File: src/rtl/dir_pkg.sv
// Shared direction, keycode and motion-state definitions for the ghost
// movement path and the keyboard path.
package dir_pkg;

  typedef enum logic [1:0] {
    LEFT  = 2'd0,
    RIGHT = 2'd1,
    DOWN  = 2'd2,
    UP    = 2'd3
  } dir_t;

  typedef enum logic [1:0] {
    IDLE    = 2'd0,
    MOVE    = 2'd1,
    STALLED = 2'd2
  } state_t;

  localparam logic [7:0] KEY_LEFT  = 8'h04;
  localparam logic [7:0] KEY_RIGHT = 8'h07;
  localparam logic [7:0] KEY_DOWN  = 8'h16;
  localparam logic [7:0] KEY_UP    = 8'h1A;

endpackage

File: src/rtl/dir_decode.sv
// Combinational keycode-to-direction decoder; unknown codes drop the legal flag.
module dir_decode
  import dir_pkg::*;
(
  input  logic [7:0] code,
  output dir_t       dir,
  output logic       legal
);

  always_comb begin
    dir   = LEFT;
    legal = 1'b0;
    case (code)
      KEY_LEFT:  begin dir = LEFT;  legal = 1'b1; end
      KEY_RIGHT: begin dir = RIGHT; legal = 1'b1; end
      KEY_DOWN:  begin dir = DOWN;  legal = 1'b1; end
      KEY_UP:    begin dir = UP;    legal = 1'b1; end
      default:   begin dir = LEFT;  legal = 1'b0; end
    endcase
  end

endmodule

File: src/rtl/ghost_motion.sv
// Ghost sprite mover: frame-divided step timing, pending/committed direction,
// wall checks, horizontal wrap and vertical saturation.
module ghost_motion
  import dir_pkg::*;
#(
  parameter logic [9:0] START_X  = 10'd320,
  parameter logic [9:0] START_Y  = 10'd240,
  parameter logic [9:0] X_MAX    = 10'd639,
  parameter logic [9:0] Y_MAX    = 10'd479,
  parameter logic [3:0] TICK_DIV = 4'd2
) (
  input  logic       Clk,
  input  logic       Reset,
  input  logic       frame_tick,
  input  logic [7:0] dir_code,
  input  logic       dir_valid,
  input  logic [3:0] blocked,
  output logic [9:0] pos_x,
  output logic [9:0] pos_y,
  output logic [1:0] cur_dir,
  output logic       moving
);

  dir_t       dec_dir_s;
  logic       dec_legal_s;
  dir_t       pending_r;
  logic       have_dir_r;
  logic [3:0] div_r;
  logic       move_evt_r;
  state_t     state_r;
  dir_t       cur_dir_r;
  logic [9:0] pos_x_r;
  logic [9:0] pos_y_r;

  dir_t       step_dir_s;
  logic       step_s;
  dir_t       cur_nxt_s;
  state_t     state_nxt_s;
  logic [9:0] next_x_s;
  logic [9:0] next_y_s;

  dir_decode u_dir_decode (
    .code  (dir_code),
    .dir   (dec_dir_s),
    .legal (dec_legal_s)
  );

  // Pending direction wins if free; otherwise keep going the committed way.
  always_comb begin
    step_dir_s  = cur_dir_r;
    step_s      = 1'b0;
    cur_nxt_s   = cur_dir_r;
    state_nxt_s = state_r;
    if (have_dir_r && !blocked[pending_r]) begin
      step_dir_s  = pending_r;
      step_s      = 1'b1;
      cur_nxt_s   = pending_r;
      state_nxt_s = MOVE;
    end else if ((state_r != IDLE) && !blocked[cur_dir_r]) begin
      step_s      = 1'b1;
      state_nxt_s = MOVE;
    end else if (state_r != IDLE) begin
      state_nxt_s = STALLED;
    end else begin
      state_nxt_s = IDLE;
    end
  end

  // X wraps around the screen edge, Y sticks at the top and bottom rows.
  always_comb begin
    next_x_s = pos_x_r;
    next_y_s = pos_y_r;
    case (step_dir_s)
      LEFT:    next_x_s = (pos_x_r == 10'd0)  ? X_MAX   : pos_x_r - 10'd1;
      RIGHT:   next_x_s = (pos_x_r >= X_MAX)  ? 10'd0   : pos_x_r + 10'd1;
      DOWN:    next_y_s = (pos_y_r >= Y_MAX)  ? pos_y_r : pos_y_r + 10'd1;
      UP:      next_y_s = (pos_y_r == 10'd0)  ? pos_y_r : pos_y_r - 10'd1;
      default: begin
        next_x_s = pos_x_r;
        next_y_s = pos_y_r;
      end
    endcase
  end

  always_ff @(posedge Clk) begin
    if (Reset) begin
      pending_r  <= LEFT;
      have_dir_r <= 1'b0;
      div_r      <= 4'd0;
      move_evt_r <= 1'b0;
      state_r    <= IDLE;
      cur_dir_r  <= LEFT;
      pos_x_r    <= START_X;
      pos_y_r    <= START_Y;
    end else begin
      if (dir_valid && dec_legal_s) begin
        pending_r  <= dec_dir_s;
        have_dir_r <= 1'b1;
      end
      move_evt_r <= 1'b0;
      if (frame_tick) begin
        if (div_r >= (TICK_DIV - 4'd1)) begin
          div_r      <= 4'd0;
          move_evt_r <= 1'b1;
        end else begin
          div_r <= div_r + 4'd1;
        end
      end
      // move_evt uses the pending value held before any same-cycle key capture.
      if (move_evt_r) begin
        state_r   <= state_nxt_s;
        cur_dir_r <= cur_nxt_s;
        if (step_s) begin
          pos_x_r <= next_x_s;
          pos_y_r <= next_y_s;
        end
      end
    end
  end

  assign pos_x   = pos_x_r;
  assign pos_y   = pos_y_r;
  assign cur_dir = cur_dir_r;
  assign moving  = (state_r == MOVE);

endmodule

File: config.mk
export PLATFORM = sky130hd
export DESIGN_NAME = ghost_motion
export DESIGN_NICKNAME = d
export VERILOG_FILES = /design/src/rtl/dir_pkg.sv /design/src/rtl/dir_decode.sv /design/src/rtl/ghost_motion.sv
export SDC_FILE = /design/constraint.sdc
export NUM_CORES = 1
export LEC_CHECK = 0
export BUFFER_PORTS_ARGS = -buffer_cell sky130_fd_sc_hd__buf_4
export CORE_MARGIN = 2
export CORE_UTILIZATION = 45
export DETAILED_ROUTE_END_ITERATION = 10
export HOLD_SLACK_MARGIN = 0.02
export MAX_ROUTING_LAYER = met4
export PLACE_DENSITY_LB_ADDON = 0.15
export REMOVE_ABC_BUFFERS = 1
export SLEW_MARGIN = 10
export SYNTH_ARGS = -nofsm -noshare
export SYNTH_HDL_FRONTEND = slang
export SYNTH_HIERARCHICAL = 1
export SYNTH_SLANG_ARGS = --single-unit
export TNS_END_PERCENT = 1
File: constraint.sdc
create_clock -name Clk -period 3.4 [get_ports Clk]
set_clock_uncertainty 0.2 [all_clocks]
set_input_delay 0.17 -clock Clk [delete_from_list [all_inputs] [get_ports Clk]]
set_output_delay 0.17 -clock Clk [all_outputs]
set_load 0.01 [all_outputs]
== Word-level counts from Yosys, hierarchy flattened ==
Cells that the tools add are included.

* Register bits: 32
* Input bits: 16
* Output and inout port bits: 23
* Logic and storage cells: 64

* $add $sub $neg: 5
* Magnitude comparators: 5
* Equal/unequal tests: 10
* Multiplexer cells: 20
* Bitwise logic cells: 1
* Reductions and logical operators: 15

{| class="wikitable"
|+ Operators by type and width
! operator !! count
|-
| $mux 10 || 4
|-
| $pmux 10 s2 || 2
|-
| $add 10x1->10 const B || 2
|-
| $logic_not 10->1 || 2
|-
| $sub 10x1->10 const B || 2
|-
| $eq 8x3->1 const B || 2
|-
| $eq 8x5->1 const B || 2
|-
| $ge 10x10->1 const B || 1
|-
| $ge 10x9->1 const B || 1
|-
| $mux 2 || 4
|-
| $lt 2x3->1 const B || 2
|-
| $mux 1 || 6
|-
| $pmux 2 s3 || 1
|-
| $reduce_bool 2->1 || 3
|-
| $reduce_and 5->1 || 1
|-
| $add 4x1->4 const B || 1
|-
| $bmux 1 s2 || 2
|-
| $eq 2x1->1 const B || 2
|-
| $eq 2x2->1 const B || 2
|-
| $ge 4x1->1 const B || 1
|-
| $mux 4 || 1
|-
| $ne 2x2->1 const B || 2
|-
| $reduce_or 4->1 || 1
|-
| $logic_and 1x1->1 || 3
|-
| 5 further kinds || 6
|}

== Depth between registers and ports, before layout ==
Gate-level depths: netlist of the first run.

* Depth in word-level cells: 8
* Mapped depth: 12
* Mapped depth without buffers: 10

== Modules after synthesis ==
Netlist of the first run, hierarchy kept.

{| class="wikitable"
|+ Modules (own cells, without submodules)
! module !! times used !! cells an instance !! area each (um^2) !! seq. area each (um^2)
|-
| ghost_motion || 1 || 270 || 2169.6 || 640.6
|-
| dir_decode || 1 || 13 || 91.3 || 0.0
|}

== Worst setup path before layout of the first run ==
Ideal clock, no wire load.

* Path type: reg-to-reg
* Start point: reg pending_r[1]
* End point: reg pos_y_r[6] (netlist: pos_y[6])
* Data arrival time: 2.540 ns
* Data required time: 3.073 ns
* Slack: 0.532 ns
* Cell stages (with the launch flop): 12
* Path buffers: 2
* Period minus slack after synthesis: 2.868 ns
* Path through: dfxtp_1 > buf_4 > mux2_2 > o221ai_2 > and2_1 > buf_2 > xnor2_1 > ha_1 > a2111oi_1 > a21oi_1 > o21ai_0 > or3b_1

* Word-level cells in the longest chain between the ends: 8
* Elaborated cells on any way between the ends: 13

{| class="wikitable"
|+ RTL lines
! element !! RTL line !! text
|-
| start: declaration || ghost_motion.sv:26 || <nowiki>dir_t pending_r;</nowiki>
|-
| start signal: assignment || ghost_motion.sv:97 || <nowiki>pending_r <= dec_dir_s;</nowiki>
|-
| $bmux 1 s2 || ghost_motion.sv:54 || <nowiki>if (have_dir_r && !blocked[pending_r]) begin</nowiki>
|-
| $mux 1 (implied by the code) || ghost_motion.sv:54 ||
|-
| $logic_not 1->1 || ghost_motion.sv:54 ||
|-
| $logic_and 1x1->1 || ghost_motion.sv:54 ||
|-
| $mux 2 || ghost_motion.sv:54 ||
|-
| $eq 2x2->1 || ghost_motion.sv:73 || <nowiki>case (step_dir_s)</nowiki>
|-
| $ne 2x2->1 (no line) / $reduce_bool 2->1 (equally long branches) || -- ||
|-
| $reduce_and 5->1 (no line) || -- ||
|-
| end signal: assignment || ghost_motion.sv:115 || <nowiki>pos_y_r <= next_y_s;</nowiki>
|-
| end: declaration || ghost_motion.sv:33 || <nowiki>logic [9:0] pos_y_r;</nowiki>
|}

Parallel ways exist; a longest one is shown, timed or not. The select of a mux whose other input is x is not followed.
A chain may end at the register's enable or synchronous reset.

== Worst setup path after layout of the first run ==
Same ends and word-level chain as after synthesis.

==> flow_metrics.tcl, run 1 <==
set metrics [dict create \
    synth.distinct_cells 65 \
    syn_area_um2 2260 \
    drt_pass1_iterations 4 \
    drv_slew 0 \
    grt-ovfl-total 0 \
    synthSimpleGateAreaFrac 0.312 \
    placementRows 25 \
    max-slew-margin-rel 0.543 \
    peakVddDrop_uv 225 \
    clk_latency_ns 0.28 \
    grt_pass1_vias 2065 \
    tightest_slew_ns 0.676 \
    root_buffer "clkbuf_8" \
    n_antenna_cell 0 \
    grt_max_degree 37 \
    cap_violations 0 \
    synth_top_flop_cell "dfxtp_1" \
    drcViolationCount 0 \
    area_growth_pct 19.2 \
    min_period_over_period 0.912 \
    ys_seq_elements 32 \
    ys_async_sr_fraction 0 \
    setup_viol 0 \
    top_level_ports 39 \
    powerDensity_nw_per_um2 274 \
    rsz0062_at_grt "false" \
    cp_data_arrival_time_ns 3.08 \
    worstRegToRegCells 9 \
    ctsLongestPathBuffers 2 \
    die_area_um2 5610 \
    yosysSeqAreaShare 0.283 \
    cp_max_fo 8 \
    total_power_uw 738 \
    final_common_cell "buf_4" \
    yosysWarnings 6 \
    h-tree-depth 2 \
    io_buffers 38 \
    final_antenna_net_count 0 \
    hpwl_um 3920 \
    grt_pass1_wl_um 9150 \
    fin_crit_ns 3.10 \
    drive_above_1_share 0.204 \
    post-route-util 0.563 \
    initial_core_util 0.472 \
    fillers 473 \
    seq_area_um2 641 \
    synth_top_family_by_area "simple AND/OR/NAND/NOR gates" \
    wire_per_inst_um 14.0 \
    totalWireLength_um 5410 \
    crit_required_ns 3.38 \
    fin_setup_tns_ns 0 \
    antenna_found_initial 0 \
    die_w_um 74.9 \
    fin_nets 340 \
    hold_class "primary input to register" \
    synth_compound_area_frac 0.251 \
    cts_tree "built" \
    avgSynthCellArea_um2 7.99 \
    critPathKind "register to register" \
    synth_cells 283 \
    place_congestion 0.842 \
    clock.fmax_ghz 0.322 \
    yosys-mux-area-fraction 0.0609 \
    cts.sinks 32 \
    vias_per_cell 5.80 \
    whs_path_depth 2 \
    clkTransAtPathRegs_ns 0.08 \
    drt_iter0_drc 143 \
    cp-start-kind "register" \
    synth_edf_count 0 \
    fin_area_um2 2700 \
    leakagePower_nw 0.963 \
    synth_xor_area_frac 0.0194 \
    post_dp_cell_area_um2 2570 \
    core-area_um2 4790 \
    synth_fa_ha_area_frac 0.0332 \
    hold_violations 0 \
    outcome "finished clean" \
    grt_usage 0.217 \
    final_cell_mix "40 x buf_4, 32 x dfxtp_1, 28 x a21oi_1, 26 x nor2_1, 24 x nand2_1" \
    hold_start "Reset" \
    crit_path_end_kind "register" \
    multi_input_area_um2 1530 \
    critPathLaunch "pending_r[1]" \
    rr_startpoint "pending_r[1]" \
    num_vias 2238 \
    die_y_um 74.9 \
    cts_buffers 5 \
]
-- synth_stat cells (all sizes together) (4+ instances only) --
cell type / count / area, um^2
and2: 4 / 25.0
mux2: 6 / 75.1
clkbuf: 7 / 26.3
nor4: 4 / 25.0
or3: 5 / 31.3
inv: 5 / 18.8
nor3: 8 / 40.0
dfxtp: 32 / 641
a21oi: 28 / 140
nor2b: 9 / 56.3
nand4: 5 / 37.5
o21ai: 13 / 65.1
nand2: 24 / 90.1
o22ai: 4 / 38.8
mux2i: 4 / 40.0
buf: 8 / 46.3
ha: 6 / 75.1
nand2b: 7 / 43.8
nand3: 15 / 75.1
nor2: 27 / 104
a311oi: 5 / 50.0
a211oi: 6 / 45.0
-- critical path, cell delays in order (launching register included) --
cell and delay (ns):
dfxtp_1 0.51, mux2_2 0.44, o221ai_2 0.20, and2_1 0.20, xnor2_1 0.08, ha_1 0.24
a2111oi_1 0.53, a21oi_1 0.11, o21ai_0 0.14, or3b_1 0.34
-- metrics by stage --
stage	setup WS, ns	hold slack [ns]	instances
2_1_floorplan	0.466	0.0391	268
3_3_place_gp	0.446	0.192	375
3_5_place_dp	0.341	0.194	375
4_1_cts	0.327	0.0718	386
5_1_grt	0.0399	0.0951	386
6_report	0.299	0.0756	386
-- worst paths after layout --
check	slack, ns	endpoint
max	0.30	pos_y[6]
min	0.08	div_r[0]
max reg2reg	0.30	pos_y[6]
min reg2reg	0.28	div_r[2]
-- final cells by class --
class,count,area share
well taps,67,0.0311
repair buffers,43,0.123
flip-flops and latches,32,0.238
inverters,5,0.00696
clock inverters,3,0.00882
clock buffers,5,0.0255
multi-input cells,231,0.567
-- routing by layer --
layer  track usage  part of all wire
met2         0.339              0.50
met1         0.275              0.46
met5             -                 0
met3        0.0388             0.031
met4        0.0913            0.0094
-- where the power goes --
group          total [mW]  internal [mW]  switching, mW  leakage [nW]
clock network       0.301          0.145          0.156        0.0404
registers           0.381          0.378        0.00371         0.258
logic              0.0553         0.0282         0.0271         0.665
total               0.738          0.551          0.187         0.963
-- logic make-up after synthesis --
logic type | count (synthesis)
buffers and inverters | 20
and+or+nand+nor | 129
adders and majority gates | 6
xor gates and xnor gates | 5
AOI/OAI and AO/OA | 80
DFF | 32
muxes | 11
-- timing repair --
action	in CTS	in global routing
endpoints found under the hold margin	8	0
resized for setup	0	0
hold buffers	3	0
buffers inserted	0	0
-- flip-flops by register name (all words and copies together) (netlist names) --
signal      count
cur_dir         2
div_r           4
have_dir_r      1
move_evt_r      1
pending_r       2
pos_x          10
pos_y          10
state_r         2
No activity file was read; power rests on OpenSTA's default activity.
==> inputs of run 2 (changes only) <==
--- a/config.mk
+++ b/config.mk
@@ -13,9 +13,8 @@
 export MAX_ROUTING_LAYER = met4
 export PLACE_DENSITY_LB_ADDON = 0.15
 export REMOVE_ABC_BUFFERS = 1
-export SLEW_MARGIN = 10
+export SLEW_MARGIN = 20
 export SYNTH_ARGS = -nofsm -noshare
 export SYNTH_HDL_FRONTEND = slang
-export SYNTH_HIERARCHICAL = 1
 export SYNTH_SLANG_ARGS = --single-unit
 export TNS_END_PERCENT = 1
==> flow_metrics.tcl, run 2 <==
set metrics [dict create \
    totalWireLength_um 5910 \
    fillers 497 \
    crit_path_end_kind "register" \
    area_growth_pct 20.9 \
    final_cell_mix "44 x buf_4, 32 x dfxtp_1, 26 x a21oi_1, 19 x nand2_1, 19 x nor2_1" \
    total_power_uw 828 \
    rsz0062_at_grt "false" \
    antenna_found_initial 0 \
    fin_nets 356 \
    initial_core_util 0.464 \
    num_vias 2440 \
    ys_top_cells_by_area "dfxtp_1 27%, a21oi_1 5.5%, ha_1 4.3%, nand2_1 3.2%, nor2_1 3.0%" \
    avgSynthCellArea_um2 8.00 \
    ys_seq_elements 32 \
    synthSimpleGateAreaFrac 0.268 \
    rr_startpoint "pending_r[0]" \
    post-route-util 0.560 \
    cp-start-kind "register" \
    max-slew-margin-rel 0.520 \
    final_antenna_net_count 0 \
    die_w_um 76.3 \
    reg2reg_slack_ns 0.28 \
    synth_top_flop_cell "dfxtp_1" \
    synth.most_common_cell "dfxtp_1" \
    drive_above_1_share 0.204 \
    leakagePower_nw 1.09 \
    synth_common_cells "32 x dfxtp_1, 26 x a21oi_1, 20 x nand2_1" \
    place_congestion 0.900 \
    vias_per_cell 6.05 \
    n_antenna_cell 0 \
    grt_pass1_vias 2289 \
    top_level_ports 39 \
    grt_max_degree 28 \
    hpwl_um 4240 \
    root_buffer "clkbuf_8" \
    r2r_end "pos_y[9]" \
    synth_fa_ha_area_frac 0.0426 \
    clkTransAtPathRegs_ns 0.08 \
    grt-ovfl-total 0 \
    hold_violations 0 \
    drt_pass1_iterations 4 \
    final_common_cell "buf_4" \
    yosysWarnings 0 \
    grt_pass1_wl_um 10200 \
    synth_top_family_by_area "compound AO/OA/AOI/OAI gates" \
    synth_top_area_frac 0.272 \
    dp_slack_ns 0.257 \
    worstHoldEndpoint "div_r[0]" \
    cap_violations 0 \
    yosysSeqAreaShare 0.272 \
    grt_usage 0.215 \
    synth_edf_count 0 \
    die_area_um2 5820 \
    syn_area_um2 2350 \
    synth_xor_area_frac 0.0186 \
    drcViolationCount 0 \
    worstRegToRegCells 10 \
    min_period_over_period 0.917 \
    drv_slew 0 \
    finalWorstSetupSlack_ns 0.282 \
    ctsLongestPathBuffers 2 \
    cp_max_fo 7 \
    yosys-mux-area-fraction 0.0697 \
    tightest_slew_ns 0.715 \
    hold_class "primary input to register" \
    cts_tree "built" \
    cts.sinks 32 \
    critPathKind "register to register" \
    drt_iter0_drc 139 \
    h-tree-depth 2 \
    placementRows 26 \
    outcome "finished clean" \
    ys_async_sr_fraction 0 \
    clk_latency_ns 0.29 \
    setup_viol 0 \
    post_cts_buffers 0 \
    fin_crit_ns 3.12 \
    crit_required_ns 3.43 \
    whs_path_depth 2 \
    synth.distinct_cells 67 \
    peakVddDrop_uv 251 \
    synth_cells 294 \
    synth_compound_area_frac 0.277 \
    clock.fmax_ghz 0.321 \
    powerDensity_nw_per_um2 291 \
    fin_setup_tns_ns 0 \
    synth_area_leader_cell "dfxtp_1" \
    cp_data_arrival_time_ns 3.15 \
    cts_buffers 5 \
    io_buffers 38 \
    wire_per_inst_um 14.7 \
    hold_start "Reset" \
    core-area_um2 5070 \
    die_y_um 76.3 \
]
## run 2: metrics by stage
step | std cells | hold WS [ns] | instance area [um^2]
6_report | 403 | 0.0513 | 2840
3_3_place_gp | 392 | 0.196 | 2700
3_5_place_dp | 392 | 0.200 | 2700
2_1_floorplan | 278 | 0.0391 | 2280
4_1_cts | 403 | 0.0493 | 2840
5_1_grt | 403 | 0.0640 | 2840
## run 2: logic make-up after synthesis
kind of cell | Yosys count
simple gates | 111
compound gates | 94
flops | 32
buf+inv | 30
mux | 14
fa+ha+maj | 8
xor+xnor | 5
## run 2: critical path, stage by stage (launching register included)
cell and delay [ns]:
dfxtp_1 0.47, mux2_4 0.35, a22oi_1 0.26, nand2_2 0.20, ha_1 0.38, o21ai_0 0.12
nand3b_1 0.17, o22ai_1 0.15, mux2i_1 0.11, or4_1 0.51, a21oi_1 0.14
## run 2: final cells by class
class / count / area, um^2 / share of cell area
multi-input combinational: 232 / 1590 / 0.560
tap: 70 / 87.6 / 0.0308
inverter: 14 / 52.6 / 0.0185
timing repair buffer: 47 / 360 / 0.127
sequential: 32 / 641 / 0.225
clock inverter: 3 / 42.5 / 0.0150
clock buffer: 5 / 68.8 / 0.0242
## run 2: how the worst max path moves through the flow
| stage | from | slack (ns) | to | cells past startpoint |
|---|---|---|---|---|
| 2_1_floorplan | pending_r[0] | 0.27 | pos_y[9] | 9 |
| 3_3_place_gp | pending_r[0] | 0.32 | pos_y[9] | 10 |
| 3_5_place_dp | pending_r[0] | 0.26 | pos_y[9] | 10 |
| 4_1_cts | pending_r[0] | 0.19 | pos_y[9] | 10 |
| 5_1_grt | pending_r[0] | 0.05 | pos_y[9] | 10 |
| 6_report | pending_r[0] | 0.28 | pos_y[9] | 10 |
## run 2: routing by layer
metal	track usage	share of wire
met5	-	0
met4	0.0800	0.0069
met3	0.0391	0.038
met2	0.359	0.49
met1	0.258	0.47
## run 2: what timing repair did
action,CTS,global route
endpoints found under the hold margin,6,0
setup endpoints to repair,0,1
hold buffers,3,0
gates resized for setup,0,1
## run 2: power by group
part | total, mW | switching (mW) | leakage, nW | internal, mW
clock network | 0.374 | 0.158 | 0.0541 | 0.217
registers | 0.386 | 0.00643 | 0.258 | 0.380
logic | 0.0680 | 0.0333 | 0.775 | 0.0347
